`src/rtl/xnor_conv_ctrl.sv`:
```
// ----------------------------------------------------------------------------
// xnor_conv_ctrl
//
// Sequencer for a binary (XNOR/popcount) convolution PE array. A frame starts
// with a K*K weight-bit load, which can be skipped to reuse the weights already
// in the array. The image then streams in raster order, one pixel bit per
// accepted beat. The block produces the PE strobes and input-select controls,
// and marks each beat that completes a full K x K window.
//
// Handshake: a bit transfers on a rising edge where valid and ready are both
// high. Ready never depends on valid. While valid is low, nothing advances.
//
// Parameters:
//   K      kernel edge size (K x K window)
//   IMG_W  image width in pixels
//   IMG_H  image height in pixels
//
// Ports:
//   clk             sole clock, rising edge
//   rst             synchronous reset, active-high
//   cfg_start       start-frame pulse (honoured only in IDLE)
//   cfg_keep_w      sampled with cfg_start; 1 = reuse loaded weights
//   w_valid/w_ready weight-bit handshake (ready only while loading weights)
//   px_valid/px_ready pixel-bit handshake (ready only while running)
//   pe_en           PE array enable
//   weight_control  PE weight load strobe (one per accepted weight bit)
//   start           PE shift/accumulate strobe (one per accepted pixel)
//   top_start       PE top-register latch strobe (last column of a row)
//   side_control    PE input select: side neighbour
//   top_control     PE input select: top register
//   out_valid       one window result valid on the PE pcount outputs
//   busy            frame in progress
//   done            frame-complete pulse
// ----------------------------------------------------------------------------
module xnor_conv_ctrl #(
    parameter int K     = 3,
    parameter int IMG_W = 8,
    parameter int IMG_H = 8
) (
    input  logic clk,
    input  logic rst,
    input  logic cfg_start,
    input  logic cfg_keep_w,
    input  logic w_valid,
    output logic w_ready,
    input  logic px_valid,
    output logic px_ready,
    output logic pe_en,
    output logic weight_control,
    output logic start,
    output logic top_start,
    output logic side_control,
    output logic top_control,
    output logic out_valid,
    output logic busy,
    output logic done
);

    localparam int NW    = K * K;
    localparam int WC_W  = (NW    > 1) ? $clog2(NW)    : 1;
    localparam int COL_W = (IMG_W > 1) ? $clog2(IMG_W) : 1;
    localparam int ROW_W = (IMG_H > 1) ? $clog2(IMG_H) : 1;

    localparam logic [WC_W-1:0]  W_LAST    = WC_W'(NW - 1);
    localparam logic [COL_W-1:0] COL_LAST  = COL_W'(IMG_W - 1);
    localparam logic [ROW_W-1:0] ROW_LAST  = ROW_W'(IMG_H - 1);
    // The first row/column at which a full K x K window is available.
    localparam logic [COL_W-1:0] COL_FIRST = COL_W'(K - 1);
    localparam logic [ROW_W-1:0] ROW_FIRST = ROW_W'(K - 1);

    typedef enum logic [1:0] {
        S_IDLE   = 2'd0,
        S_LOAD_W = 2'd1,
        S_RUN    = 2'd2,
        S_DONE   = 2'd3
    } state_t;

    state_t           state, state_nxt;
    logic [WC_W-1:0]  w_cnt, w_cnt_nxt;
    logic [COL_W-1:0] col, col_nxt;
    logic [ROW_W-1:0] row, row_nxt;

    // ------------------------------------------------------------------
    // State and counter registers
    // ------------------------------------------------------------------
    always_ff @(posedge clk) begin
        if (rst) begin
            state     <= S_IDLE;
            w_cnt     <= '0;
            col       <= '0;
            row       <= '0;
            out_valid <= 1'b0;
        end else begin
            state     <= state_nxt;
            w_cnt     <= w_cnt_nxt;
            col       <= col_nxt;
            row       <= row_nxt;
            // Flag the beat that completes a window. The PE pcount outputs
            // settle one cycle after that beat, which is why this is registered.
            out_valid <= start && (row >= ROW_FIRST) && (col >= COL_FIRST);
        end
    end

    // ------------------------------------------------------------------
    // Next-state, counter update and handshake readiness
    // ------------------------------------------------------------------
    always_comb begin
        state_nxt = state;
        w_cnt_nxt = w_cnt;
        col_nxt   = col;
        row_nxt   = row;
        w_ready   = 1'b0;
        px_ready  = 1'b0;

        case (state)
            S_IDLE: begin
                w_cnt_nxt = '0;
                col_nxt   = '0;
                row_nxt   = '0;
                if (cfg_start) begin
                    state_nxt = cfg_keep_w ? S_RUN : S_LOAD_W;
                end
            end

            S_LOAD_W: begin
                w_ready = 1'b1;
                if (w_valid) begin
                    if (w_cnt == W_LAST) begin
                        w_cnt_nxt = '0;
                        state_nxt = S_RUN;
                    end else begin
                        w_cnt_nxt = w_cnt + WC_W'(1);
                    end
                end
            end

            S_RUN: begin
                px_ready = 1'b1;
                if (px_valid) begin
                    if (col == COL_LAST) begin
                        col_nxt = '0;
                        if (row == ROW_LAST) begin
                            // Last pixel of the frame: counters return to 0
                            // instead of running past their terminal values.
                            row_nxt   = '0;
                            state_nxt = S_DONE;
                        end else begin
                            row_nxt = row + ROW_W'(1);
                        end
                    end else begin
                        col_nxt = col + COL_W'(1);
                    end
                end
            end

            S_DONE: begin
                state_nxt = S_IDLE;
            end

            default: begin
                state_nxt = S_IDLE;
            end
        endcase
    end

    // ------------------------------------------------------------------
    // PE strobes and input selects
    // ------------------------------------------------------------------
    assign weight_control = w_valid & w_ready;
    assign start          = px_valid & px_ready;
    assign top_start      = start && (col == COL_LAST);

    // Column 0 takes its operand from the top register, except in row 0.
    // Row 0, column 0 uses the bottom input, so both selects are low there.
    assign side_control   = (col != '0);
    assign top_control    = (col == '0) && (row != '0);

    assign busy           = (state != S_IDLE);
    assign pe_en          = busy;
    assign done           = (state == S_DONE);

endmodule

```
`config.mk`:
```
export PLATFORM = sky130hd
export DESIGN_NAME = xnor_conv_ctrl
export DESIGN_NICKNAME = d
export VERILOG_FILES = /design/src/rtl/xnor_conv_ctrl.sv
export SDC_FILE = /design/constraint.sdc
export NUM_CORES = 1
export LEC_CHECK = 0
export CORE_MARGIN = 4
export CORE_UTILIZATION = 54
export DETAILED_ROUTE_END_ITERATION = 7
export DONT_BUFFER_PORTS = 1
export PLACE_DENSITY = 0.73
export REMOVE_ABC_BUFFERS = 1
export SLEW_MARGIN = 20
export SYNTH_ARGS = -nofsm -noshare
export SYNTH_HDL_FRONTEND = slang
export SYNTH_SLANG_ARGS = --single-unit
```
`constraint.sdc`:
```
create_clock -name clk -period 1.6 [get_ports clk]
set_clock_uncertainty 0.1 [all_clocks]
set_input_delay 0.32 -clock clk [delete_from_list [all_inputs] [get_ports clk]]
set_output_delay 0.32 -clock clk [all_outputs]
set_load 0.1 [all_outputs]
```
==> results.toml, run 1 <==
[status]
status = "did not finish"
stop_stage = "clock tree synthesis"
firstError = "[ERROR DPL-0038] Utilization greater than 100%, impossible to legalize"

[die]
num_rows = 14
die_width_um = 48.25
fp.dieH_um = 48.25
initial_core_util_pct = 57.39
io_pins = 17

[synthesis]
synth_area_leaders = "dfxtp_1, ha_1, inv_1"
synth_cells = 103
synth_area_um2 = 874.6
yosys.area.top_type = "dfxtp_1"
synth_top_area_share_pct = 29.76
avgSynthCellArea_um2 = 8.491
seq_area_frac_synth_pct = 29.76
ys_types = 32
yosys_warnings = 0
ys_seq_elements = 13

[clock_tree]
numCtsBuffers = 3
ctsResizeCount = 60
clockBufferDepth = 2
clock_sinks = 13
cts-hold-fix-buffers = 1
cts.htree.levels = 1
cts_setup_buffers = 10
clock-root-buffer = "clkbuf_4"

[placed_design]
dp_slack_ps = -172.4
post_dp_cell_area_um2 = 1200
post-place-cells = 150
dp_hpwl_um = 1636
place_congestion = 0.8249
port_buffers = 0
==> through the flow <==
stage	hold WS, ps	TNS (ps)
detailed placement	294.0	-601.2
floorplan	289.1	-13640
global placement	291.8	-136.6
==> cells in the mapped netlist <==
cell and count:
mux2i_1 1, and2_4 1, o21a_1 2, buf_4 1, or4b_1 1, nor4_1 2
nor3_1 3, and3_1 2, a31o_2 1, inv_1 15, nand4b_1 1, a22oi_1 1
clkbuf_1 1, o41ai_1 1, a21oi_1 5, o21ai_2 1, o21ai_0 3, mux2_2 1
a32oi_1 5, a21oi_2 1, nand3b_1 1, nor2_1 8, nand2_1 8, a31oi_1 1
buf_2 1, o221ai_1 1, ha_1 15, or2b_2 1, nand2b_1 2, or3_1 2
o211ai_1 1, dfxtp_1 13
==> cells by family after synthesis <==
group | after synthesis | share of synthesized area [%]
DFF | 13 | 29.76
and+or+nand+nor | 32 | 19.31
adders and majority gates | 15 | 21.46
buffers and inverters | 18 | 8.296
muxes | 2 | 2.432
AOI/OAI and AO/OA | 23 | 18.74
==> run 2: changes to the inputs <==
--- a/config.mk
+++ b/config.mk
@@ -5,11 +5,11 @@
 export SDC_FILE = /design/constraint.sdc
 export NUM_CORES = 1
 export LEC_CHECK = 0
-export CORE_MARGIN = 4
-export CORE_UTILIZATION = 54
+export CORE_AREA = 4 4 65 67
 export DETAILED_ROUTE_END_ITERATION = 7
+export DIE_AREA = 0 0 69 71
 export DONT_BUFFER_PORTS = 1
-export PLACE_DENSITY = 0.73
+export PLACE_DENSITY_LB_ADDON = 0.15
 export REMOVE_ABC_BUFFERS = 1
 export SLEW_MARGIN = 20
 export SYNTH_ARGS = -nofsm -noshare
==> constraint.sdc (replaced) <==
create_clock -name clk -period 2.1 [get_ports clk]
set_clock_uncertainty 0.1 [all_clocks]
set_input_delay 0.42 -clock clk [delete_from_list [all_inputs] [get_ports clk]]
set_output_delay 0.42 -clock clk [all_outputs]
set_load 0.1 [all_outputs]
==> results.toml, run 2 <==
[die]
num_rows = 22
fp.dieH_um = 71
io_pins = 17
core_area_um2 = 3633
initial_core_util_pct = 24.07
die-area_um2 = 4899
die_width_um = 69

[sta]
finalSetupViolations = 0
rsz0062_at_grt = "false"
slew_viol_final = 0
tightest_slew_ps = 303.8
post-route-period-util_pct = 94.89
hold_violations = 0
fin_setup_tns_ps = 0
period_needed_ps = 1993
fmax_ghz = 0.5018
maxSlewHeadroom_pct = 79.75

[finish]
mostFrequentLayoutCell = "ha_1"
top_regs = "w_cnt (4), col (3), row (3)"
layout.nets = 139
syn_to_final_growth_pct = 26.04
max_flop_register = "w_cnt"
final_cell_mix = "ha_1, inv_1, dfxtp_1, buf_4"
largest_reg_flops = 4
diodes = 0
drive_above_1_share_pct = 20.51
fill_cells = 407
final_area_um2 = 1102

[synthesis]
synth_top_area_share_pct = 29.76
synth_area_leaders = "dfxtp_1, ha_1, inv_1"
synth_cells = 103
synth-edff-count = 0
async_flop_share_pct = 0
seq_area_frac_synth_pct = 29.76
yosys_warnings = 0
ys_types = 32
ys.flop_type = "dfxtp_1"
ys_seq_elements = 13
yosys.area.top_type = "dfxtp_1"
avgSynthCellArea_um2 = 8.491
yosys-top-cells-count = "ha_1, inv_1, dfxtp_1"
synth_area_um2 = 874.6

[clock_tree]
clock-root-buffer = "clkbuf_8"
cts-hold-fix-buffers = 0
cts.reportedPaths.clkPinSlew_ps = 60
cts.htree.levels = 1
cts_tree = "yes"
clockBufferDepth = 2
numCtsBuffers = 3
clock_sinks = 13
cts_setup_buffers = 0
clkLatencyLatePin_ps = 240
ctsResizeCount = 0

[job]
drv_cap = 0

[worst_setup_path]
worst_setup_path_end_kind = "output pin"
cp_top_family = "adder cells"
cp_cell_sequence = "ha_1 -> ha_1 -> and3_1 -> buf_12"
required_ps = 1580
slowest_stage = "dfxtp_1"
critPathMaxFanout = 5
path_buf_inv = 1
ff2ff_path_depth = 6
worst_setup_path_start_kind = "register"
crit_top_cell = "ha_1"
arrival_ps = 1470
crit_type = "reg -> out"
cp_slowest_stage_delay_ps = 400
cp.depth = 4

[pwr]
p_leak_uw = 0.0004714
ir_drop_mv = 0.4070
power_density_nw_per_um2 = 1381

[global_route]
first_global_vias = 711
grt_usage_pct = 8.503
grt_first_pass_wirelength_um = 3381
grt_max_degree = 13
grt-ovfl-total = 0
antenna_found_initial = 0

[routing]
totalWireLength_um = 1963
dr.pass1.iters = 4
drtIter0Drc = 20
ant_nets = 0
remaining_drc_errors = 0
drt-wirelength-per-cell_um = 11.90
via_per_inst = 4.400
vias = 726

[hold_path]
hp-class = "in -> reg"
hold_depth = 1

[placed_design]
port_buffers = 0
place_congestion = 0.7633
post_dp_cell_area_um2 = 1057
dp_hpwl_um = 1597

[status]
status = "finished, final reports clean"
## run 2: metal layers
metal	wire length, um	track usage, %	vias to the layer above	part of all wire, %
li1	-	-	389	-
met1	947	10.94	323	48
met2	943	13.24	12	48
met3	51	1.847	2	2.6
met4	21	4.555	0	1.1
met5	0	0	-	0
## run 2: worst paths after layout
kind,slack (ps),start,endpoint
max reg2reg,260,state[1],state[0]
min reg2reg,390,w_cnt[0],w_cnt[0]
max,110,col[1],top_start
min,150,rst,col[0]
## run 2: power breakdown
group          switching (uW)  internal (uW)
clock                    89.0            134
sequential               25.9            272
combinational             707            294
## run 2: final cells by class
| class | count | area (um2) | area share (%) |
|---|---|---|---|
| Sequential cell | 13 | 260.3 | 23.61 |
| Clock buffer | 4 | 45.04 | 4.086 |
| Timing Repair Buffer | 13 | 135.1 | 12.26 |
| Multi-Input combinational cell | 72 | 545.5 | 49.49 |
| Tap cell | 48 | 60.06 | 5.448 |
| Inverter | 15 | 56.30 | 5.108 |
## run 2: through the flow
step	cells	setup slack [ps]	hold WS [ps]	utilization (%)	power, uW
global route	165	20.31	131.8	30.34	1620
floorplan	100	-1235	356.5	-	1052
CTS	165	91.60	137.9	30.34	1538
global placement	161	268.1	383.7	29.10	1307
finish	165	107.3	146.5	30.34	1522
detailed placement	161	260.8	383.8	29.10	1306
## run 2: cell families after synthesis
logic type                 synth area share, %
AOI/OAI and AO/OA                        18.74
DFF                                      29.76
adders and majority gates                21.46
buffers and inverters                    8.296
muxes                                    2.432
and+or+nand+nor                          19.31
Note: power is estimated with default switching activity, not from simulation.
